`src/rtl/cmd_rsp_receiver.sv`:
```
// SD-card CMD-line response receiver: waits for a start bit, shifts in a 48- or 136-bit
// response, checks CRC7, command index and framing, and holds the result until re-armed.
module cmd_rsp_receiver (
    input  logic         clk_i,
    input  logic         rst_i,
    input  logic         clk_en_i,
    input  logic         start_listen_i,
    input  logic         long_rsp_i,
    input  logic         no_crc_i,
    input  logic [5:0]   cmd_index_i,
    input  logic         rsp_ser_i,
    output logic         busy_o,
    output logic         done_o,
    output logic [127:0] rsp_o,
    output logic         crc_err_o,
    output logic         index_err_o,
    output logic         frame_err_o,
    output logic         timeout_o
);

    typedef enum logic [1:0] {IDLE, WAIT_START, RECEIVE, DONE} state_e;

    state_e         state_q, state_d;
    logic           long_q, long_d;
    logic           no_crc_q, no_crc_d;
    logic [5:0]     cmd_idx_q, cmd_idx_d;
    logic [7:0]     bit_cnt_q, bit_cnt_d;
    logic [5:0]     tmo_cnt_q, tmo_cnt_d;
    logic [6:0]     crc_q, crc_d;
    logic [126:0]   sr_q, sr_d;
    logic           trans_err_q, trans_err_d;
    logic [127:0]   rsp_q, rsp_d;
    logic           crc_err_q, crc_err_d;
    logic           index_err_q, index_err_d;
    logic           frame_err_q, frame_err_d;
    logic           timeout_q, timeout_d;
    logic           fb;
    logic [6:0]     crc_next;

    always_comb begin
        // NOTE: every _d gets its hold value first so no path through this block can infer a latch.
        state_d     = state_q;
        long_d      = long_q;
        no_crc_d    = no_crc_q;
        cmd_idx_d   = cmd_idx_q;
        bit_cnt_d   = bit_cnt_q;
        tmo_cnt_d   = tmo_cnt_q;
        crc_d       = crc_q;
        sr_d        = sr_q;
        trans_err_d = trans_err_q;
        rsp_d       = rsp_q;
        crc_err_d   = crc_err_q;
        index_err_d = index_err_q;
        frame_err_d = frame_err_q;
        timeout_d   = timeout_q;

        fb       = rsp_ser_i ^ crc_q[6];
        crc_next = {crc_q[5:3], crc_q[2] ^ fb, crc_q[1:0], fb};

        if (clk_en_i) begin
            case (state_q)
                IDLE, DONE: begin
                    if (state_q == DONE) state_d = IDLE;
                    if (start_listen_i) begin
                        state_d     = WAIT_START;
                        long_d      = long_rsp_i;
                        no_crc_d    = no_crc_i;
                        cmd_idx_d   = cmd_index_i;
                        bit_cnt_d   = '0;
                        tmo_cnt_d   = '0;
                        crc_d       = '0;
                        sr_d        = '0;
                        trans_err_d = 1'b0;
                        rsp_d       = '0;
                        crc_err_d   = 1'b0;
                        index_err_d = 1'b0;
                        frame_err_d = 1'b0;
                        timeout_d   = 1'b0;
                    end
                end
                WAIT_START: begin
                    if (!rsp_ser_i) begin
                        state_d   = RECEIVE;
                        bit_cnt_d = long_q ? 8'd134 : 8'd46;
                        // The start bit is part of the CRC only for 48-bit responses.
                        if (!long_q) crc_d = crc_next;
                    end else if (tmo_cnt_q == 6'd63) begin
                        state_d   = DONE;
                        timeout_d = 1'b1;
                    end else begin
                        tmo_cnt_d = tmo_cnt_q + 6'd1;
                    end
                end
                RECEIVE: begin
                    if (bit_cnt_q == 8'd0) begin
                        // sr_q now holds frame bits [127:1] (long) or [46:1] (short) in its low end.
                        state_d     = DONE;
                        rsp_d       = long_q ? {8'b0, sr_q[126:7]} : {96'b0, sr_q[38:7]};
                        crc_err_d   = !no_crc_q && (crc_q != sr_q[6:0]);
                        index_err_d = !long_q && !no_crc_q && (sr_q[44:39] != cmd_idx_q);
                        frame_err_d = trans_err_q || !rsp_ser_i;
                    end else begin
                        sr_d      = {sr_q[125:0], rsp_ser_i};
                        bit_cnt_d = bit_cnt_q - 8'd1;
                        if (bit_cnt_q >= 8'd8 && bit_cnt_q <= 8'd127) crc_d = crc_next;
                        if (bit_cnt_q == (long_q ? 8'd134 : 8'd46) && rsp_ser_i) trans_err_d = 1'b1;
                    end
                end
                default: state_d = IDLE;
            endcase
        end
    end

    always_ff @(posedge clk_i) begin
        if (rst_i) begin
            state_q     <= IDLE;
            long_q      <= 1'b0;
            no_crc_q    <= 1'b0;
            cmd_idx_q   <= '0;
            bit_cnt_q   <= '0;
            tmo_cnt_q   <= '0;
            crc_q       <= '0;
            sr_q        <= '0;
            trans_err_q <= 1'b0;
            rsp_q       <= '0;
            crc_err_q   <= 1'b0;
            index_err_q <= 1'b0;
            frame_err_q <= 1'b0;
            timeout_q   <= 1'b0;
        end else begin
            state_q     <= state_d;
            long_q      <= long_d;
            no_crc_q    <= no_crc_d;
            cmd_idx_q   <= cmd_idx_d;
            bit_cnt_q   <= bit_cnt_d;
            tmo_cnt_q   <= tmo_cnt_d;
            crc_q       <= crc_d;
            sr_q        <= sr_d;
            trans_err_q <= trans_err_d;
            rsp_q       <= rsp_d;
            crc_err_q   <= crc_err_d;
            index_err_q <= index_err_d;
            frame_err_q <= frame_err_d;
            timeout_q   <= timeout_d;
        end
    end

    assign busy_o      = (state_q == WAIT_START) || (state_q == RECEIVE);
    assign done_o      = (state_q == DONE);
    assign rsp_o       = rsp_q;
    assign crc_err_o   = crc_err_q;
    assign index_err_o = index_err_q;
    assign frame_err_o = frame_err_q;
    assign timeout_o   = timeout_q;

endmodule

```
`config.mk`:
```
export PLATFORM = sky130hd
export DESIGN_NAME = cmd_rsp_receiver
export DESIGN_NICKNAME = d
export VERILOG_FILES = /design/src/rtl/cmd_rsp_receiver.sv
export SDC_FILE = /design/constraint.sdc
export NUM_CORES = 1
export LEC_CHECK = 0
export ABC_AREA = 1
export CAP_MARGIN = 40
export CORE_MARGIN = 5
export CORE_UTILIZATION = 44
export CTS_BUF_LIST = sky130_fd_sc_hd__clkbuf_8
export DETAILED_ROUTE_END_ITERATION = 8
export PLACE_DENSITY = 0.66
export SLEW_MARGIN = 20
export SYNTH_ARGS = -nofsm -noshare
export SYNTH_HDL_FRONTEND = slang
export SYNTH_SLANG_ARGS = --single-unit
export TNS_END_PERCENT = 5
```
`constraint.sdc`:
```
create_clock -name clk_i -period 3.7 [get_ports clk_i]
set_input_delay 0.37 -clock clk_i [delete_from_list [all_inputs] [get_ports clk_i]]
set_output_delay 0.37 -clock clk_i [all_outputs]
set_load 0.02 [all_outputs]
```
* Yosys cells after proc, flatten, opt, wreduce, memory -nomap -nowiden
Index checks and enable logic that the tools add are counted.
Storage, ports and cells: flip-flop bits (word level) 291, input port bits 13
Cells by class: add/sub/neg operators 2, magnitude comparators 2, equality and inequality tests 19, muxes and demuxes 41, bitwise operators 2, reductions and logical operators 24
Operator list (number):
- 2-to-1 mux 128 bit | 2
- one-hot mux 128 bit (2 select lines) | 1
- 2-to-1 mux 127 bit | 2
- one-hot mux 127 bit (2 select lines) | 1
- 2-to-1 mux 120 bit | 1
- 2-to-1 mux 7 bit | 5
- 2-to-1 mux 8 bit | 4
- one-hot mux 8 bit (3 select lines) | 1
- one-hot mux 7 bit (3 select lines) | 1
- inequality test 2 bit (second input constant) | 10
- 2-to-1 mux 6 bit | 3
- AND reduction 4 bit | 4
- AND reduction 5 bit | 3
- one-hot mux 6 bit (2 select lines) | 1
- 2-to-1 mux 2 bit | 5
- one-hot mux 1 bit (2 select lines) | 5
- equality test 8 bit | 1
- greater-or-equal comparator 8 x 4 -> 1 bit (second input constant) | 1
- less-or-equal comparator 8 x 7 -> 1 bit (second input constant) | 1
- zero test 8 bit | 1
- 2-to-1 mux 1 bit | 8
- subtractor 8 x 1 -> 8 bit (second input constant) | 1
- inequality test 7 bit | 1
- adder 6 x 1 -> 6 bit (second input constant) | 1
- 15 further kinds | 26

* Depth between registers and ports, before layout
Gate-level depths: netlist of the first run.
word-level depth 6, depth in mapped cells 13

* Worst setup path before layout of the first run
OpenSTA, ideal clock, no wires.
path kind register to register, start point register state_q[0], end point register cmd_idx_q[1], setup time 0.128 ns, arrival 1.628 ns, required time 3.572 ns, setup slack 1.944 ns, cell stages (with the launch flop) 10, path through dfxtp_1 -> inv_1 -> ha_1 -> buf_2 -> nand2_1 -> nor2_1 -> inv_1 -> clkbuf_1 -> o21ai_0 -> a21oi_1
Between the ends: cells in the longest elaborated chain, start to end 3
Ends and longest elaborated chain:
- from (decl) | RTL line 23 | state_e state_q, state_d;
- from (signal assigned) | RTL line 131 | state_q <= state_d;
- equality test 2 bit or zero test 2 bit (tied branches) | RTL line 61 | case (state_q)
- OR reduction 2 bit * | RTL line 61
- AND reduction 3 bit (no line) *
- to (signal assigned) | RTL line 134 | cmd_idx_q <= cmd_idx_d;
- to (decl) | RTL line 26 | logic [5:0] cmd_idx_q, cmd_idx_d;
Mark *: on every way between the ends. The rest lies on a longest branch, timed or not. A chain may end at the register's enable or synchronous reset.

* Worst setup path in the final report of the first run
start point register state_q[0], end point register sr_q[5]
Between the ends: cells in the longest elaborated chain, start to end 4
Ends and longest elaborated chain:
- equality test 2 bit or zero test 2 bit (tied branches) | RTL line 61
- OR reduction 2 bit | RTL line 61
- inequality test 2 bit (no line) or nonzero test 2 bit (tied branches)
- AND reduction 4 bit (no line)
- to (signal assigned) | RTL line 138 | sr_q <= sr_d;
- to (decl) | RTL line 30 | logic [126:0] sr_q, sr_d;
Several ways; a longest one is shown, not always the timed one.

==> results.md, run 1 <==
* Die Ht at 173 um
* CP Class: reg2reg
* Sum Neg Setup Slack at 0 ns
* Detailed Route Iter0 Violations at 636
* Vias in the first global route at a little under 10000
* Initial antenna violation count at 0
* Post-cts resize count at 0
* Antenna viol nets, final at 0
* Startpoint type of the worst setup path: flop
* Site Rows at 59
* Cell accounting for the most synthesized area: dfxtp_1
* TritonCTS clock tree: done
* Cell Chain, Critical Path: inv_1 > ha_4 > nand2_1 > nand2_1 > inv_1 > nand3_4 > clkinv_2 > buf_12 > o21ai_0 > nor2_1
* Diodes inserted at 0
* Sequential area share after synthesis at around half
* Tcrit/Tclk final at between 70 and 80%
* Gate Count Post-Synth at approximately 1600
* Setup bufs post-CTS at 0
* Fin cells at about 2100
* Pwr Density at roughly 480 nW/um^2
* Placed cell area at 13200 um^2
* Syn. warnings at 0
* Slew margin rel. at approximately 55%
* Peak VDD IR at around 0.23 mV
* Worst hold margin at roughly 0.29 ns
* Mapped Area at approximately 12000 um^2
* Number of remaining DRC errors at 0
* Iteration count of the initial detailed-routing pass at 5
* Root Buffer: clkbuf_8
* Worst-path maximum fanout at 39
* Nets at 1749
* CP endpoint kind: flop
* Worst hold path type: in2reg
* CORE AREA at around 26000 um^2
* FMAX at approximately 370 MHz
* Die footprint at roughly 30000 um^2
* CTS sink cnt at approximately 280
* Vias per cell at between 4 and 5
* Worst EP arrival at about 3.1 ns
* GRT overflow at 0
* Width of the chip at 173 um
* Critical-path top delay cell: clkinv_2
* Deepest clock path buffer count at 3
* IO Port Bufs at around 140
* WL/cell at between 10 and 15 um
* Synthesis-to-finish area growth at 19.8%
* Clock period minus worst slack at ~2.7 ns
* Clock Pin Slew Worst Setup and Hold Paths at ~0.070 ns
* Hold Vio Cnt, Final at 0
* WP data required at between 4 and 5 ns
* DR vias at 10500
* H-tree depth at 2
* Worst-Margin Slew at 0.681 ns
* Cells after DPL at approximately 2000
* Tot GR Track Use at 18.7%
* Leakage at about 5.9 nW
* RePlAce Congestion at approximately 0.79
* Status: completed
* HPWL after detailed placement at approximately 18000 um
* Clock skew at roughly 0.026 ns
* CTS buffer count at between 40 and 50
* Top cell type's share of synthesized area at roughly half
* First-pass GRT wire length at 48800 um
* Max Slew Vio Count at 0
* Routed wire length at 29300 um
* Mean Syn Cell Area at 7.17 um^2
* Max Cap Violations at 0
* Post-CTS Hold Fix Bufs at 0
* RSZ-0062 raised after global routing: false
* Setup violators final at 0
* Place WS at ~0.95 ns
* IO Pins at approximately 150
* Seq cells post-synth at around 280
* CP peak stage delay at approximately 0.5 ns
* Layout cells sized above 1 at ~5.6%
* Setup WS post-layout at slightly below 1 ns
* Top cells by area, synth: dfxtp_1, nand2_1, a21oi_1
* Largest net degree at the start of global routing at about 130
* Post-synth cell types at 29
* Fin area at 14100 um^2
* Initial Utilization at between 40% and 50%
* Clk Latency, worst-skew pair at 0.56 ns
## path summary, 6_finish.rpt
kind,start,endpoint,cells past startpoint,slack (ns)
worst max-delay path,state_q[0],sr_q[5],10,0.99
worst min-delay path,rst_i,rsp_o[69],2,0.29
worst max register to register,state_q[0],sr_q[5],10,0.99
worst min register to register,rsp_o[80],rsp_o[80],2,0.46
## stage by stage
stage	power, mW	utilization, %
after CTS	6.78	53.7
final	6.71	53.7
after floorplan	3.90	-
after global placement	4.19	50.0
after global routing	7.03	53.7
after detailed placement	4.21	50.4
## where the power goes
| part | leakage (nW) | internal, mW | switching (mW) |
|---|---|---|---|
| logic | 3.07 | 0.305 | 0.595 |
| registers | 2.30 | 3.16 | 0.0811 |
| clock network | 0.541 | 1.35 | 1.22 |
| total | 5.91 | 4.82 | 1.89 |
## sequential cells by signal (all words and copies together), names as in the netlist
register,count
sr_q,127
rsp_o,120
bit_cnt_q,8
crc_q,7
cmd_idx_q,6
tmo_cnt_q,6
state_q,2
crc_err_o,1
frame_err_o,1
index_err_o,1
long_q,1
no_crc_q,1
timeout_o,1
trans_err_q,1
## logic make-up (layout without fill, tap and decap cells)
kind of cell | count (synthesis) | count (layout) | synth area share [%]
adder cells (fa/ha/maj) | 7 | 7 | 0.745
buffers and inverters | 273 | 392 | 10.5
other | 1 | 8 | 0.0319
flip-flops | 283 | 283 | 48.2
AND/OR/NAND/NOR | 685 | 685 | 23.5
XOR/XNOR | 9 | 9 | 0.671
AO/OA/AOI/OAI | 380 | 380 | 16.3
## cells in the mapped netlist
cell type / instances
a21oi_1: 266
buf_1: 4
buf_2: 24
buf_4: 28
buf_6: 8
buf_8: 1
clkbuf_1: 56
conb_1: 1
dfxtp_1: 283
ha_1: 7
inv_1: 150
inv_2: 2
nand2_1: 462
nand2_4: 1
nand3_1: 56
nand3_2: 11
nand3b_1: 1
nand4_1: 14
nor2_1: 135
nor2_2: 1
nor3_1: 3
o21ai_0: 100
o21ai_1: 10
o21ai_2: 1
o21ai_4: 1
o22ai_1: 2
or2_2: 1
xnor2_1: 2
xor2_1: 7
## critical path, delay by kind of cell, from the launching register on
family          cells  cell delay (ns)
flops               1             0.39
compound gates      1             0.15
fa+ha+maj           1             0.36
simple gates        4             0.44
buf+inv             4             1.21
## cell usage in the layout (no fill, tap or decap)
cell type        instances
xnor2_1                  2
inv_2                    1
nand3_1                 56
nor2_2                   1
nor3_1                   3
o21ai_4                  1
xor2_1                   7
nand3b_1                 1
dfxtp_1                282
clkdlybuf4s50_1        137
inv_4                    1
bufinv_16                1
nand4_1                 14
o21ai_0                100
dfxtp_4                  1
or2_2                    1
clkbuf_8                52
o22ai_1                  2
nor2_1                 135
conb_1                   8
o21ai_2                  1
buf_16                   1
buf_4                    9
ha_4                     1
clkinv_2                 6
a21oi_1                266
clkinvlp_4               1
nand2_1                462
nand2_4                  1
buf_6                    1
nand3_2                 10
ha_1                     6
buf_12                   8
o21ai_1                 10
nand3_4                  1
inv_1                  174
## layer usage
layer / track usage (%) / routed length [um] / vias to the layer above / part of all wire (%)
met4: 6.05 / 732 / 0 / 2.5
met2: 31.1 / 13600 / 198 / 47
li1: - / - / 5376 / -
met3: 3.66 / 1240 / 56 / 4.2
met5: 0 / 0 / - / 0
met1: 24.6 / 13700 / 4833 / 47
## cell type report
| cell class | count | area [um^2] |
|---|---|---|
| Fill cell | 2494 | 12100 |
| Sequential cell | 283 | 5670 |
| Multi-Input combinational cell | 1089 | 4900 |
| Timing Repair Buffer | 156 | 1640 |
| Clock buffer | 52 | 716 |
| Inverter | 152 | 574 |
| Tap cell | 335 | 419 |
| Clock inverter | 32 | 156 |
(Power assumes the default switching activity.)
==> run 2: changes to the inputs <==
- clock period: 3.7 -> 2.8 ns (I/O delays scaled with it)
==> results.md, run 2 (synthesis results as in run 1) <==
* Met3 Use GR at 3.60% (was 3.66%)
* Grt met1 use at 24.4% (was 24.6%)
* Post-CTS Hold Fix Bufs at 0 (unchanged)
* Pwr Density at 639 nW/um^2 (was 477 nW/um^2)
* Width of the chip at 173 um (unchanged)
* Startpoint type of the worst setup path: flop (unchanged)
* CTS buffer count at 47 (unchanged)
* H-tree depth at 2 (unchanged)
* Routed wire length at 29300 um (about the same)
* Clock period minus worst slack at between 2 and 2.5 ns
* Hold Vio Cnt, Final at 0 (unchanged)
* WP data required at 2.52 ns (was 4.13 ns)
* Worst EP arrival at 2.17 ns (was 3.14 ns)
* Die footprint at 30100 um^2 (unchanged)
* Worst hold path depth at 4 (was 2)
* Setup bufs post-CTS at 0 (unchanged)
* Vias per cell at 4.98 (about the same)
* Max Cap Violations at 0 (unchanged)
* IO Pins at 147 (unchanged)
* Setup violators final at 0 (unchanged)
* Worst-path maximum fanout at 13 (was 39)
* WL/cell at 13.9 um (about the same)
* Iteration count of the initial detailed-routing pass at 5 (unchanged)
* Tot GR Track Use at 18.8% (was 18.7%)
* Fill count at 2516 (was 2494)
* Reg2Reg Depth at 11 (was 10)
* Crit path buf inv count at 3 (was 4)
* Post-cts resize count at 0 (unchanged)
* Cell Chain, Critical Path: inv_1 > ha_4 > inv_1 > clkdlybuf4s50_1 (was inv_1 > ha_4 > nand2_1 > nand2_1 > inv_1 > nand3_4 > clkinv_2 > buf_12 > o21ai_0 > nor2_1)
* Clock skew at 0.0168 ns (was 0.0258 ns)
* Diodes inserted at 0 (unchanged)
* Slew margin rel. at 43.1% (was 54.6%)
* Clock Pin Slew Worst Setup and Hold Paths at 0.06 ns (was 0.07 ns)
* Initial antenna violation count at 0 (unchanged)
* Layout cells sized above 1 at 6.39% (was 5.61%)
* Worst hold path type: in2reg (unchanged)
* Largest net degree at the start of global routing at 179 (was 134)
* Antenna viol nets, final at 0 (unchanged)
* Max Slew Vio Count at 0 (unchanged)
* Number of remaining DRC errors at 0 (unchanged)
* Crit path depth at 4 (was 10)
* Synthesis-to-finish area growth at 20.5% (was 19.8%)
* Tcrit/Tclk final at between 80 and 90%
* Top cell by count, worst path: inv_1
* Detailed Route Iter0 Violations at 776 (was 636)
* IO Port Bufs at 138 (unchanged)
* Cells after DPL at 2024 (was 2015)
* Fin cells at 2104 (was 2099)
* CTS sink cnt at 283 (unchanged)
* CP peak stage delay at 0.65 ns (was 0.50 ns)
* Critical-path top delay cell: clkdlybuf4s50_1 (was clkinv_2)
* CP delay by family, top: buffers and inverters (unchanged)
* Die Ht at 173 um (unchanged)
* First-pass GRT wire length at 49100 um (was 48800 um)
* TritonCTS clock tree: done (unchanged)
* Initial Utilization at 44.8% (unchanged)
* Root Buffer: clkbuf_8 (unchanged)
* Deepest clock path buffer count at 3 (unchanged)
* GRT overflow at 0 (unchanged)
* Met2 Resource Use GR at 32.0% (was 31.1%)
* Leakage at 5.93 nW (was 5.91 nW)
* Most common cell after layout, fill and taps aside: nand2_1 (unchanged)
* Sum Neg Setup Slack at 0 ns (unchanged)
* Most flops, register: sr_q (unchanged)
* CP endpoint kind: output port (was flop)
* HPWL after detailed placement at 18100 um (was 17800 um)
* Site Rows at 59 (unchanged)
* Peak VDD IR at 0.358 mV (was 0.231 mV)
* Most frequent cells in the layout: nand2_1, dfxtp_1, a21oi_1, inv_1, clkdlybuf4s50_1 (unchanged)
* FMAX at between 400 and 500 MHz
* Busiest layer in global routing: met2 (unchanged)
* CP Class: reg2out (was reg2reg)
* Status: completed (unchanged)
* Max FFs per register at 127 (unchanged)
* Clk Latency, worst-skew pair at 0.55 ns (was 0.56 ns)
* RePlAce Congestion at 0.804 (was 0.790)
* Vias in the first global route at 9912 (was 9918)
* Fin area at 14200 um^2 (was 14100 um^2)
* RSZ-0062 raised after global routing: false (unchanged)
* DR vias at 10500 (about the same)
* Placed cell area at 13200 um^2 (about the same)
* Nets at 1758 (was 1749)
* CORE AREA at 26200 um^2 (unchanged)
* Worst-Margin Slew at 0.853 ns (was 0.681 ns)
-- run 2: cell types whose count changed in the layout (fill, tap and decap cells not counted), sizes merged --
cell | previous run | this run
clkinv | 6 | 1
clkbuf | 52 | 62
inv | 176 | 168
bufinv | 1 | 0
buf | 19 | 28
-- run 2: worst reg2reg max path: cells and delay by family, from the launching register on --
family          cells  cell delay, ns
simple gates        5            0.64
flops               1            0.39
fa+ha+maj           1            0.31
buf+inv             4            0.69
compound gates      1            0.08
-- run 2: cell type report --
class                   instances  area [um^2]  share of cell area (%)
inverters                     152          574                    4.06
clock inverters                18         76.3                   0.539
clock buffers                  62          853                    6.03
multi-input cells            1089         4900                    34.6
well taps                     335          419                    2.96
repair buffers                165         1670                    11.8
flip-flops and latches        283         5670                    40.0
-- run 2: routing by layer --
metal	vias up	wire length [um]
li1	5388	-
met1	4830	13500
met2	212	13800
met3	45	1330
met4	0	679
met5	-	0
-- run 2: worst paths after layout --
path              start   endpoint  slack, ns
max          state_q[0]     busy_o       0.35
min               rst_i   sr_q[43]       0.23
max reg2reg  state_q[0]    sr_q[0]       0.57
min reg2reg   sr_q[100]  sr_q[100]       0.46
-- run 2: power by group --
group	switching [mW]	leakage, nW	internal (mW)
Combinational	0.799	3.10	0.411
Sequential	0.104	2.30	4.18
Clock	1.59	0.536	1.96
-- run 2: stage by stage --
| step | util (%) | hold slack, ns | total power [mW] | worst slack (ns) |
|---|---|---|---|---|
| after global placement | 50.4 | 0.451 | 5.57 | 0.547 |
| after detailed placement | 50.5 | 0.455 | 5.58 | 0.530 |
| final | 54.0 | 0.226 | 9.05 | 0.348 |
| after global routing | 54.0 | 0.232 | 9.47 | 0.235 |
| after CTS | 54.0 | 0.197 | 9.15 | 0.317 |
| after floorplan | - | 0.415 | 5.15 | 1.04 |
==> run 3: changes to the inputs <==
--- a/config.mk
+++ b/config.mk
@@ -12,4 +12,5 @@
 export CTS_BUF_LIST = sky130_fd_sc_hd__clkbuf_8
 export DETAILED_ROUTE_END_ITERATION = 8
+export HOLD_SLACK_MARGIN = 0.15
 export PLACE_DENSITY = 0.66
 export SLEW_MARGIN = 20
==> constraint.sdc (replaced) <==
create_clock -name clk_i -period 2.8 [get_ports clk_i]
set_input_delay 0.28 -clock clk_i [delete_from_list [all_inputs] [get_ports clk_i]]
set_output_delay 0.28 -clock clk_i [all_outputs]
set_load 0.05 [all_outputs]
==> results of run 3 <==
The final DEF is identical to that of run 2. Status: completed.
Among the figures that moved: setup slack after layout 0.348 ns -> 0.149 ns; total power 9.05 mW -> 9.30 mW
